`config.mk`:
```
export PLATFORM = sky130hd
export DESIGN_NAME = branch_resolve_unit
export DESIGN_NICKNAME = d
export VERILOG_FILES = /design/src/rtl/branch_resolve_unit_pkg.sv /design/src/rtl/branch_resolve_unit_ras.sv /design/src/rtl/branch_resolve_unit.sv
export SDC_FILE = /design/constraint.sdc
export NUM_CORES = 1
export LEC_CHECK = 0
export ABC_AREA = 1
export CORE_AREA = 5 5 131 133
export DETAILED_ROUTE_END_ITERATION = 8
export DIE_AREA = 0 0 136 138
export GPL_TIMING_DRIVEN = 0
export PLACE_DENSITY = 0.67
export SLEW_MARGIN = 20
export SYNTH_ARGS = -nofsm -noshare
export SYNTH_HDL_FRONTEND = slang
export SYNTH_SLANG_ARGS = --single-unit
```
`constraint.sdc`:
```
create_clock -name clk -period 4 [get_ports clk]
set_clock_uncertainty 0.15 [all_clocks]
set_input_delay 0.8 -clock clk [delete_from_list [all_inputs] [get_ports clk]]
set_output_delay 0.8 -clock clk [all_outputs]
set_load 0.02 [all_outputs]
```
`src/rtl/branch_resolve_unit_pkg.sv`:
```
// Shared definitions for branch resolution: condition codes, flag
// bit positions, resolver states and the condition evaluator.
package branch_resolve_unit_pkg;

    localparam logic [3:0] COND_NONE = 4'b0000;
    localparam logic [3:0] COND_BLTZ = 4'b0001;
    localparam logic [3:0] COND_BZ   = 4'b0010;
    localparam logic [3:0] COND_BNZ  = 4'b0011;
    localparam logic [3:0] COND_BCY  = 4'b0100;
    localparam logic [3:0] COND_BNCY = 4'b0101;
    localparam logic [3:0] COND_BGEZ = 4'b0110;
    localparam logic [3:0] COND_BV   = 4'b0111;
    localparam logic [3:0] COND_B    = 4'b1000;
    localparam logic [3:0] COND_CALL = 4'b1001;
    localparam logic [3:0] COND_RET  = 4'b1010;

    localparam int FLAG_S = 0;
    localparam int FLAG_Z = 1;
    localparam int FLAG_C = 2;
    localparam int FLAG_V = 3;

    typedef enum logic {
        ST_IDLE,
        ST_FLUSH
    } state_t;

    // ret is resolved against the stack, not the flags.
    function automatic logic cond_met(
        input logic [3:0] c,
        input logic [3:0] f
    );
        case (c)
            COND_BLTZ: cond_met = f[FLAG_S];
            COND_BZ:   cond_met = f[FLAG_Z];
            COND_BNZ:  cond_met = !f[FLAG_Z];
            COND_BCY:  cond_met = f[FLAG_C];
            COND_BNCY: cond_met = !f[FLAG_C];
            COND_BGEZ: cond_met = !f[FLAG_S];
            COND_BV:   cond_met = f[FLAG_V];
            COND_B:    cond_met = 1'b1;
            COND_CALL: cond_met = 1'b1;
            default:   cond_met = 1'b0;
        endcase
    endfunction

endpackage

```
`src/rtl/branch_resolve_unit_ras.sv`:
```
// Circular return-address stack; a push onto a full stack
// overwrites the oldest entry.
module ras_stack #(
    parameter int ADDR_W = 32,
    parameter int DEPTH  = 4
) (
    input  logic              clk,
    input  logic              rst,
    input  logic              push,
    input  logic              pop,
    input  logic [ADDR_W-1:0] din,
    output logic [ADDR_W-1:0] top,
    output logic              full,
    output logic              empty
);

    localparam int PTR_W = $clog2(DEPTH);
    localparam int CNT_W = PTR_W + 1;

    logic [ADDR_W-1:0] mem [DEPTH];
    logic [PTR_W-1:0]  ptr;
    logic [PTR_W-1:0]  top_idx;
    logic [CNT_W-1:0]  count;

    assign top_idx = ptr - PTR_W'(1);
    assign top     = mem[top_idx];
    assign full    = (count == CNT_W'(DEPTH));
    assign empty   = (count == '0);

    always_ff @(posedge clk or posedge rst) begin
        if (rst) begin
            ptr   <= '0;
            count <= '0;
        end else if (push) begin
            ptr <= ptr + PTR_W'(1);
            if (!full)
                count <= count + CNT_W'(1);
        end else if (pop && !empty) begin
            ptr   <= ptr - PTR_W'(1);
            count <= count - CNT_W'(1);
        end
    end

    always_ff @(posedge clk) begin
        if (push)
            mem[ptr] <= din;
    end

endmodule

```
`src/rtl/branch_resolve_unit.sv`:
```
// Resolves branch-class instructions against the flags or the
// return-address stack and issues a redirect plus flush bubbles.
module branch_resolve_unit
    import branch_resolve_unit_pkg::*;
#(
    parameter int ADDR_W       = 32,
    parameter int RAS_DEPTH    = 4,
    parameter int FLUSH_CYCLES = 2
) (
    input  logic              clk,
    input  logic              rst,
    input  logic              valid,
    input  logic [3:0]        cond,
    input  logic [3:0]        flags_in,
    input  logic              flags_we,
    input  logic [ADDR_W-1:0] pc_next,
    input  logic [ADDR_W-1:0] target_in,
    output logic              taken,
    output logic [ADDR_W-1:0] target_out,
    output logic              flush,
    output logic              ras_overflow,
    output logic              ras_underflow
);

    localparam int CNT_W = $clog2(FLUSH_CYCLES + 1);

    state_t            state;
    logic [CNT_W-1:0]  cnt;
    logic [3:0]        flags_q;
    logic [3:0]        eff_flags;
    logic              eval;
    logic              is_call;
    logic              is_ret;
    logic              ras_push;
    logic              ras_pop;
    logic              ras_full;
    logic              ras_empty;
    logic [ADDR_W-1:0] ras_top;
    logic              res_taken;
    logic [ADDR_W-1:0] res_target;

    assign eff_flags = flags_we ? flags_in : flags_q;
    assign eval      = valid && (state == ST_IDLE);
    assign is_call   = (cond == COND_CALL);
    assign is_ret    = (cond == COND_RET);
    assign ras_push  = eval && is_call;
    assign ras_pop   = eval && is_ret && !ras_empty;

    assign res_taken = eval &&
        (is_ret ? !ras_empty : cond_met(cond, eff_flags));
    assign res_target = is_ret ? ras_top : target_in;

    ras_stack #(
        .ADDR_W(ADDR_W),
        .DEPTH (RAS_DEPTH)
    ) u_ras (
        .clk  (clk),
        .rst  (rst),
        .push (ras_push),
        .pop  (ras_pop),
        .din  (pc_next),
        .top  (ras_top),
        .full (ras_full),
        .empty(ras_empty)
    );

    always_ff @(posedge clk or posedge rst) begin
        if (rst)
            flags_q <= '0;
        else if (flags_we)
            flags_q <= flags_in;
    end

    always_ff @(posedge clk or posedge rst) begin
        if (rst) begin
            ras_overflow  <= 1'b0;
            ras_underflow <= 1'b0;
        end else begin
            if (ras_push && ras_full)
                ras_overflow <= 1'b1;
            if (eval && is_ret && ras_empty)
                ras_underflow <= 1'b1;
        end
    end

    // cnt holds the flush cycles still owed after the current one.
    always_ff @(posedge clk or posedge rst) begin
        if (rst) begin
            state      <= ST_IDLE;
            cnt        <= '0;
            taken      <= 1'b0;
            flush      <= 1'b0;
            target_out <= '0;
        end else begin
            case (state)
                ST_IDLE: begin
                    taken <= res_taken;
                    flush <= res_taken;
                    if (res_taken) begin
                        target_out <= res_target;
                        cnt        <= CNT_W'(FLUSH_CYCLES - 1);
                        state      <= ST_FLUSH;
                    end
                end
                ST_FLUSH: begin
                    taken <= 1'b0;
                    if (cnt == '0) begin
                        flush <= 1'b0;
                        state <= ST_IDLE;
                    end else begin
                        cnt <= cnt - CNT_W'(1);
                    end
                end
                default: state <= ST_IDLE;
            endcase
        end
    end

endmodule

```
==> reports/metrics.cfg, run 1 <==
[worst_setup_path]
criticalPathCategory = reg2reg
crit_fanout = 11
end_kind = flop
startpoint_type = flop
crit_arrival_ps = 3460
cp_data_required_time_ps = 4170

[final_layout]
n_fill_cell = 1276
syn2layout_area_growth_pct = 29.9
finalNetCount = 905
drive_gt1_frac = 0.0837
fin_util = 0.605
design_area_sq_mm = 0.00950

[power_and_ir_drop]
leakagePower_nw = 3.71
p_sw_mw = 2.24
p_comb_frac = 0.349
internal-power_mw = 4.19
ir_worst_vdd_mv = 0.441
p_clk_frac = 0.290
power_frac_seq = 0.360
power.density_mw_per_mm2 = 677
power_mw = 6.43
switching_share = 0.348

[logic_synthesis]
avgSynthCellArea_sq_um = 10.6
syn_nets = 771
yosysSeqAreaShare = 0.690
synth_cell_types = 24
syn_inst = 689
ys_ff_latch = 176
yosysWarnings = 0
syn_area_sq_mm = 0.00731

[clock_tree]
cts_buffer_depth = 2
cts.hold.buffers_added = 0
htree_levels = 4
clkTransAtPathRegs_ps = 70
clkLatencyLatePin_ps = 430
post_cts_buffers = 0
cts_tree = built
cts_resized = 0
cts.sinks = 176
root_buffer = clkbuf_16
numCtsBuffers = 17

[sta]
fmax_mhz = 304
fin_crit_ps = 3290
finalSetupTns_ps = 0
setup_violations = 0
rsz0062_at_grt = false
fin_ws_ps = 714
timing.final.crit_share = 0.822
hold_viol_final = 0
slew_violations = 0
slew_headroom = 0.550
worst_pin_slew_ps = 674

[floorplanning]
rows = 46
coreArea_sq_mm = 0.0157
ios = 112
die_y_microns = 138
die_w_microns = 136
start_util = 0.465
die_area_sq_mm = 0.0188

[placement]
hpwlAfterDp_mm = 12.5
gp_congestion = 0.831
postPlaceCellArea_sq_mm = 0.00883
pre_cts_slack_ps = 709
portBuffers = 110

[route]
antenna_left = 0
firstDrtPassIters = 5
via_count = 5454
detail_route.vias_per_cell = 5.18
drtIter0Drc = 385
wire_per_inst_microns = 17.7
drc_errors = 0
drt-total-wl_mm = 18.7

[global_route]
antenna_found_initial = 0
track_usage = 0.204
grt_start_max_net_pins = 34
grt.busiest_layer = met2
met1_usage = 0.268
grt_pass1_vias = 5746
overflow = 0
use_met2 = 0.325
met3_usage = 0.0454
grt_pass1_wl_mm = 29.8

[hold_path]
hold_path.class = reg2reg

[flow_run]
cap_violations = 0

[run_status]
run_status = finished, final reports clean

-- state kept, by name (all words and copies together), names as in the netlist, 2 cells and up --
signal,flops
cnt,2
flags_q,4
target_out,32
u_ras.count,3
u_ras.mem,128
u_ras.ptr,2
-- cell usage in the layout, fill, tap and decap left out, types with 7 or more instances in the layout --
cell	instances
edfxtp_1	128
inv_1	23
nand2_2	7
clkbuf_1	17
clkbuf_16	17
nor2_1	175
nand2_1	143
dfrtp_1	48
a31oi_1	32
o21ai_0	66
buf_2	13
clkdlybuf4s50_1	110
-- path summary, 6_finish.rpt --
path                            slack (ps)        endpoint  depth (start not counted)          from
worst max-delay path                   710   target_out[4]                         12  u_ras.ptr[0]
worst min-delay path                   320    ras_overflow                          1  ras_overflow
worst max register to register         710   target_out[4]                         12  u_ras.ptr[0]
worst min register to register         320    ras_overflow                          1  ras_overflow
max in group asynchronous             2620  target_out[23]                          3           rst
min in group asynchronous              550   target_out[2]                          2           rst
-- cell type report --
| type | count | area [sq um] | area share |
|---|---|---|---|
| antenna | 1 | 2.50 | 0.000263 |
| sequential | 176 | 5040 | 0.531 |
| tap | 216 | 270 | 0.0285 |
| multi-input combinational | 452 | 2030 | 0.213 |
| clock buffer | 18 | 429 | 0.0452 |
| timing repair buffer | 115 | 1220 | 0.128 |
| clock inverter | 14 | 238 | 0.0250 |
| buffer | 35 | 174 | 0.0183 |
| inverter | 26 | 97.6 | 0.0103 |
-- synthesized netlist by cell type (all sizes together) --
cell type / count / area, sq um
ha: 5 / 62.6
a31oi: 32 / 200
or2: 2 / 12.5
a21oi: 2 / 10.0
o21ai: 68 / 340
dfrtp: 48 / 1200
nand2: 150 / 581
o21bai: 1 / 7.51
edfxtp: 128 / 3840
clkbuf: 16 / 60.1
fa: 1 / 20.0
inv: 26 / 97.6
xor2: 4 / 35.0
buf: 19 / 114
nand4: 2 / 12.5
a21boi: 1 / 18.8
nor2: 179 / 672
nand3: 5 / 25.0
-- cell families after synthesis --
kind of cell / Yosys count / share of synthesized area
adder cells (fa/ha/maj): 6 / 0.0113
AO/OA/AOI/OAI: 104 / 0.0789
AND/OR/NAND/NOR: 338 / 0.178
flip-flops: 176 / 0.690
buffers and inverters: 61 / 0.0371
XOR/XNOR: 4 / 0.00479
-- stage by stage --
stage          hold slack [ps]  cells
4_1_cts                    325   1052
6_report                   315   1053
3_3_place_gp               306   1015
5_1_grt                    335   1052
3_5_place_dp               310   1020
2_1_floorplan              299    689
-- routing by layer --
metal  vias up  part of all wire
met1      2644              0.44
met5         -                 0
met2       194              0.48
met3        35             0.061
li1       2581                 -
met4         0             0.025
-- worst max-delay path, cell delays in order (launching register included) --
cell	delay (ps)
dfrtp_1	440
inv_2	70
buf_2	210
clkbuf_1	550
ha_1	340
clkbuf_1	200
inv_1	210
clkbuf_1	500
nor2_1	110
o21ai_0	110
a31oi_1	130
nand2_1	100
nand2_1	50
-- power by group through the flow --
stage	logic, mW	clock network, mW	registers [mW]
3_3_place_gp	2.15	0	2.34
4_1_cts	2.26	1.88	2.32
5_1_grt	2.49	1.96	2.35
6_report	2.25	1.87	2.32
3_5_place_dp	2.23	0	2.35
2_1_floorplan	1.14	0	2.53
(Power assumes the default switching activity.)
==> run 2, diff against run 1 <==
- PLACE_DENSITY: 0.67 -> 0.7
- clock period: 4 -> 2.65 ns (I/O delays scaled with it)
==> run 2 against run 1 <==
Setup slack lost 520 ps. Power rose by 48%. Cell count increased by 0.19%. Register-to-register slack worse by 520 ps. Combinational power is 49% higher. Highest routed layer unchanged. Critical path depth is 3 lower.
==> reports/metrics.cfg, run 2 (synthesis gave the netlist of run 1 again) <==
[route]
detail_route.vias_per_cell = 5.15
drt-total-wl_mm = 18.4
firstDrtPassIters = 6
drtIter0Drc = 554
drc_errors = 0
wire_per_inst_microns = 17.5
via_count = 5434
antenna_left = 0

[global_route]
track_usage = 0.199
overflow = 0
grt_start_max_net_pins = 34
antenna_found_initial = 0
grt_pass1_wl_mm = 29.0
grt_pass1_vias = 5625

[worst_setup_path]
crit_path_end = target_out[6]
criticalPathCategory = reg2reg
crit_fanout = 21
cp_top_family = buffers and inverters
crit_arrival_ps = 2680
r2r_cells = 9
r2r_start = u_ras.ptr[0]
max_stage_delay_ps = 490
end_kind = flop
reg2reg_to = target_out[6]
cpMostUsedCell = nand2_1
r2r_slack_ps = 190
crit_chain = inv_2 -> ha_1 -> inv_1 -> clkbuf_2 -> nor2_1 -> o21ai_0 -> a31oi_1 -> nand2_1 -> nand2_1
cp_data_required_time_ps = 2870
cp.depth = 9
cp_slowest_cell = ha_1
cp-startpoint = u_ras.ptr[0]
path_buf_inv = 3
startpoint_type = flop

[floorplanning]
die_area_sq_mm = 0.0188
coreArea_sq_mm = 0.0157
die_w_microns = 136
die_y_microns = 138
ios = 112
start_util = 0.465
rows = 46

[flow_run]
cap_violations = 0

[sta]
hold_viol_final = 0
fin_crit_ps = 2460
timing.final.crit_share = 0.927
holdWs_ps = 244
slew_violations = 0
slew_headroom = 0.597
worst_pin_slew_ps = 604
fmax_mhz = 407
finalSetupTns_ps = 0
rsz0062_at_grt = false
setup_violations = 0

[power_and_ir_drop]
p_comb_frac = 0.352
leakagePower_nw = 3.75
ir_worst_vdd_mv = 0.669
power_mw = 9.52
p_sw_mw = 3.29
power_frac_seq = 0.368
switching_share = 0.346
internal-power_mw = 6.23
power.density_mw_per_mm2 = 1000
p_clk_frac = 0.280

[final_layout]
syn2layout_area_growth_pct = 30.3
n_fill_cell = 1235
regMostFlops = u_ras.mem
finalNetCount = 908
fin_util = 0.606
final_common_cell = nor2_1
drive_gt1_frac = 0.0942
diodes = 0
final_cells = 1055
largest_reg_flops = 128
mostFrequentLayoutCells = nor2_1 (175), nand2_1 (142), edfxtp_1 (128)
top_regs = u_ras.mem (128), target_out (32), flags_q (4)

[clock_tree]
root_buffer = clkbuf_16
cts.hold.buffers_added = 0
numCtsBuffers = 17
clkTransAtPathRegs_ps = 60
cts.sinks = 176
cts_tree = built
clkLatencyLatePin_ps = 430
htree_levels = 4
cts_buffer_depth = 2

[placement]
gp_congestion = 0.831
portBuffers = 110
placedCellCount = 1020
hpwlAfterDp_mm = 12.6

[run_status]
run_status = finished, final reports clean

[hold_path]
hold_path_depth = 2
hold_path.class = in2reg

run 2: changes by cell type in the layout (fill, tap and decap cells not counted), sizes merged:
cell / before / now
clkinvlp: 4 / 2
clkbuf: 34 / 38
diode: 1 / 0
inv: 27 / 26
bufinv: 6 / 3
buf: 24 / 29
run 2: stage by stage:
step / setup slack, ps / instance area (sq um)
final: 193 / 9530
after global routing: 17.8 / 9530
after CTS: 89.3 / 9470
after detailed placement: -514 / 8830
after global placement: -2020 / 8680
after floorplan: -383 / 7310
run 2: layout make-up:
class	instances	area, sq um	area share
buffer	32	165	0.0173
clock buffer	24	523	0.0549
clock inverter	8	124	0.0130
inverter	26	97.6	0.0102
multi-input combinational	452	2030	0.213
sequential	176	5040	0.529
tap	216	270	0.0284
timing repair buffer	121	1270	0.134
run 2: per-layer routing:
metal	track usage	routed length, microns	up-vias
met1	0.253	7640	2595
met3	0.0461	1330	28
met2	0.340	9190	231
met5	0	0	-
li1	-	-	2580
met4	0.0584	267	0
run 2: timing repair:
action / 4_1_cts / 5_1_grt
pin swaps: 0 / 4
setup endpoints to repair: 32 / 96
cloned: 0 / 0
endpoints found under the hold margin: 0 / 0
gates resized for setup: 3 / 1
buffers inserted: 0 / 6
run 2: worst min-delay path by stage:
stage,slack (ps),end,from
2_1_floorplan,300,flags_q[3],flags_q[3]
3_3_place_gp,310,target_out[14],target_out[14]
3_5_place_dp,310,target_out[17],target_out[17]
4_1_cts,230,flags_q[1],flags_we
5_1_grt,250,flags_q[1],flags_we
6_report,240,flags_q[1],flags_we
run 2: power by group through the flow:
stage	Combinational [mW]	Sequential [mW]	Clock (mW)
after floorplan	1.71	3.82	0
after global placement	3.23	3.54	0
after detailed placement	3.35	3.56	0
after CTS	3.38	3.51	2.69
after global routing	3.71	3.55	2.81
final	3.35	3.50	2.67
==> RTL change (config.mk and constraints of run 2) <==
`ADDR_W` is set to 32 in 2 places; all go to 28.
--- a/src/rtl/branch_resolve_unit_ras.sv
+++ b/src/rtl/branch_resolve_unit_ras.sv
@@ -3,3 +3,3 @@
 module ras_stack #(
-    parameter int ADDR_W = 32,
+    parameter int ADDR_W = 28,
     parameter int DEPTH  = 4
--- a/src/rtl/branch_resolve_unit.sv
+++ b/src/rtl/branch_resolve_unit.sv
@@ -5,3 +5,3 @@
 #(
-    parameter int ADDR_W       = 32,
+    parameter int ADDR_W       = 28,
     parameter int RAS_DEPTH    = 4,
Ports: changed (resized pc_next, target_in and target_out); port bits go from 112 to 100. The function was not compared with the original's and may differ.
==> RTL change against run 2 <==
Non-clock buffer count is 17 lower; final area is 10% lower; sequential cell count is 20 lower; worst setup slack worse by 0.0023 ns; count of clock-buffer cells in the layout is 3 lower; fmax hardly changed; wire length is 9.1% lower; area after synthesis is 9.4% lower; total power is 12% lower; critical path type unchanged.
==> RTL change: results (changes against run 2) <==
stage,metric,value,unit,change
route,Starting DRT DRC Count,419,,-24%
layout,layout cells sized above 1,10.8,%,+1.4 points
power,Pleak,3.37,nW,-10%
grt,Total GRT Usage,18.5,%,-1.4 points
synth,Synth top cells by count,"nor2_1 (158), edfxtp_1 (112), nand2_1 (107)",,
layout,nets@finish,820,,-9.7%
clock_tree,Max clock buf depth,2,,unchanged
synth,syn_nets,700,,-9.2%
place,GP Congestion,0.812,,-2.3%
place,Placed Cells,945,,-7.4%
clock_tree,CTS Buf Count,17,,unchanged
timing,max-slew violation count,0,,unchanged
layout,largest registers,"u_ras.mem: 112 flops, target_out: 28 flops, flags_q: 4 flops",,
timing,Rel. slew slack,57.0,%,-2.7 points
grt,largest net degree at the start of global routing,28,,-18%
synth,yosys warns,0,,unchanged
synth,post-synthesis sequential area ratio,67.3,%,-1.6 points
synth,"Distinct cells, synth",28,,+17%
critical_path,path depth of the worst reg2reg path,10,,+1
clock_tree,number of setup buffers added after CTS,0,,unchanged
clock_tree,clk slew on worst S/H paths,0.06,ns,about the same
layout,Final Non-Filler Cells,975,,-7.6%
synth,Post-synth top flop,edfxtp_1,,
place,DP Worst Slack,-0.423,ns,+0.0913 ns
critical_path,R2R Path Start,u_ras.ptr[0]$_DFFE_PP0P_,,
hold_path,hold path cells,2,,unchanged
place,HPWL after detailed placement,11.2,mm,-11%
flow_run,max-cap violation count,0,,unchanged
power,peak supply drop,0.584,mV,-13%
place,Placed Area,8040,µm²,-8.9%
hold_path,hold_sp,flags_we,,
place,I/O Buffers,98,,-11%
critical_path,R2R Setup Slk,0.19,ns,
route,routed vias/inst,5.04,,-2.2%
grt,vias in the first global route,5029,,-11%
route,DR pass1 iterations,5,,-1
hold_path,HP Class,primary input to flop,,
clock_tree,Root Buffer,clkbuf_16,,
grt,global-route wire length before repair,26.7,mm,-7.8%
layout,# diodes,0,,unchanged
clock_tree,worst-skew pair later-pin latency,0.42,ns,
critical_path,R2R Path End,target_out[17]$_DFFE_PP0P_,,
critical_path,worst-path fanout max,20,,-4.8%
synth,asr flop ratio synth,28.2,%,+0.93 points
critical_path,nature of the critical path startpoint,flop,,
status,status,"finished, final reports clean",,
route,average wire per standard cell,17.2,µm,-1.7%
clock_tree,post_cts resized,1,,-2
clock_tree,H-tree levels,4,,unchanged
synth,Post-Synthesis Cells,626,,-9.1%
critical_path,arrival time at the worst endpoint,2.67,ns,about the same
synth,"EDFF count, synth",112,,-13%
hold_path,Hold Path Sink,flags_q[0]$_DFF_PP0_,,
synth,synth top area cells,"edfxtp_1 (51%), dfrtp_1 (17%), nor2_1 (8.9%)",,
grt,antenna violations before repair,0,,unchanged
-- RTL change: per-stage QoR --
stage / hold WS [ns] / total power [mW] / util (%)
6_report: 0.224 / 8.35 / 54.5
5_1_grt: 0.228 / 8.85 / 54.5
4_1_cts: 0.214 / 8.37 / 54.5
3_5_place_dp: 0.323 / 6.21 / 51.2
3_3_place_gp: 0.314 / 6.09 / 50.2
2_1_floorplan: 0.299 / 4.99 / -
-- RTL change: worst max path at each step --
stage / endpoint / slack [ns] / cells after the start
2_1_floorplan: u_ras.mem[1][0]$_DFFE_PP_ / -0.13 / 6
3_3_place_gp: u_ras.mem[3][23]$_DFFE_PP_ / -1.67 / 6
3_5_place_dp: target_out[20]$_DFFE_PP0P_ / -0.42 / 12
4_1_cts: target_out[12]$_DFFE_PP0P_ / 0.13 / 10
5_1_grt: target_out[20]$_DFFE_PP0P_ / 0.005 / 10
6_report: target_out[17]$_DFFE_PP0P_ / 0.19 / 10
-- RTL change: cells by family after synthesis --
group,after synthesis,share of synthesized area (%)
xor gates and xnor gates,4,0.529
buffers and inverters,64,4.45
adders and majority gates,6,1.25
and+or+nand+nor,305,18.9
AOI/OAI and AO/OA,91,7.49
DFF,156,67.3
-- RTL change: critical path: stages (launching register included) --
cell and delay [ns]:
dfrtp_1 0.44, inv_1 0.10, clkbuf_4 0.26, ha_1 0.37, clkbuf_2 0.23, buf_2 0.26
nor2_1 0.11, o21ai_0 0.09, a31oi_1 0.24, nand2_1 0.08, nand2_1 0.05
-- RTL change: layout make-up --
| type | instances | area [µm²] |
|---|---|---|
| Sequential cell | 156 | 4460 |
| Fill cell | 1316 | 7150 |
| Buffer | 33 | 180 |
| Timing Repair Buffer | 103 | 1110 |
| Clock inverter | 11 | 66.3 |
| Tap cell | 216 | 270 |
| Multi-Input combinational cell | 406 | 1900 |
| Inverter | 29 | 111 |
| Clock buffer | 21 | 462 |
-- RTL change: layer usage --
layer  share of wire, %  vias up  global-route usage, %  routed length (µm)
met5                  0        -                      0                   0
met4                2.0        0                   7.53                 342
met3                8.6       29                   4.86                1440
met2                 48      224                   29.6                8000
met1                 42     2313                   23.8                6950
li1                   -     2347                      -                   -
-- RTL change: power breakdown --
part | total, mW | leakage (nW) | switching, mW | internal [mW]
Combinational | 3.03 | 1.56 | 1.85 | 1.18
Sequential | 3.15 | 1.55 | 0.211 | 2.94
Clock | 2.17 | 0.263 | 0.929 | 1.24
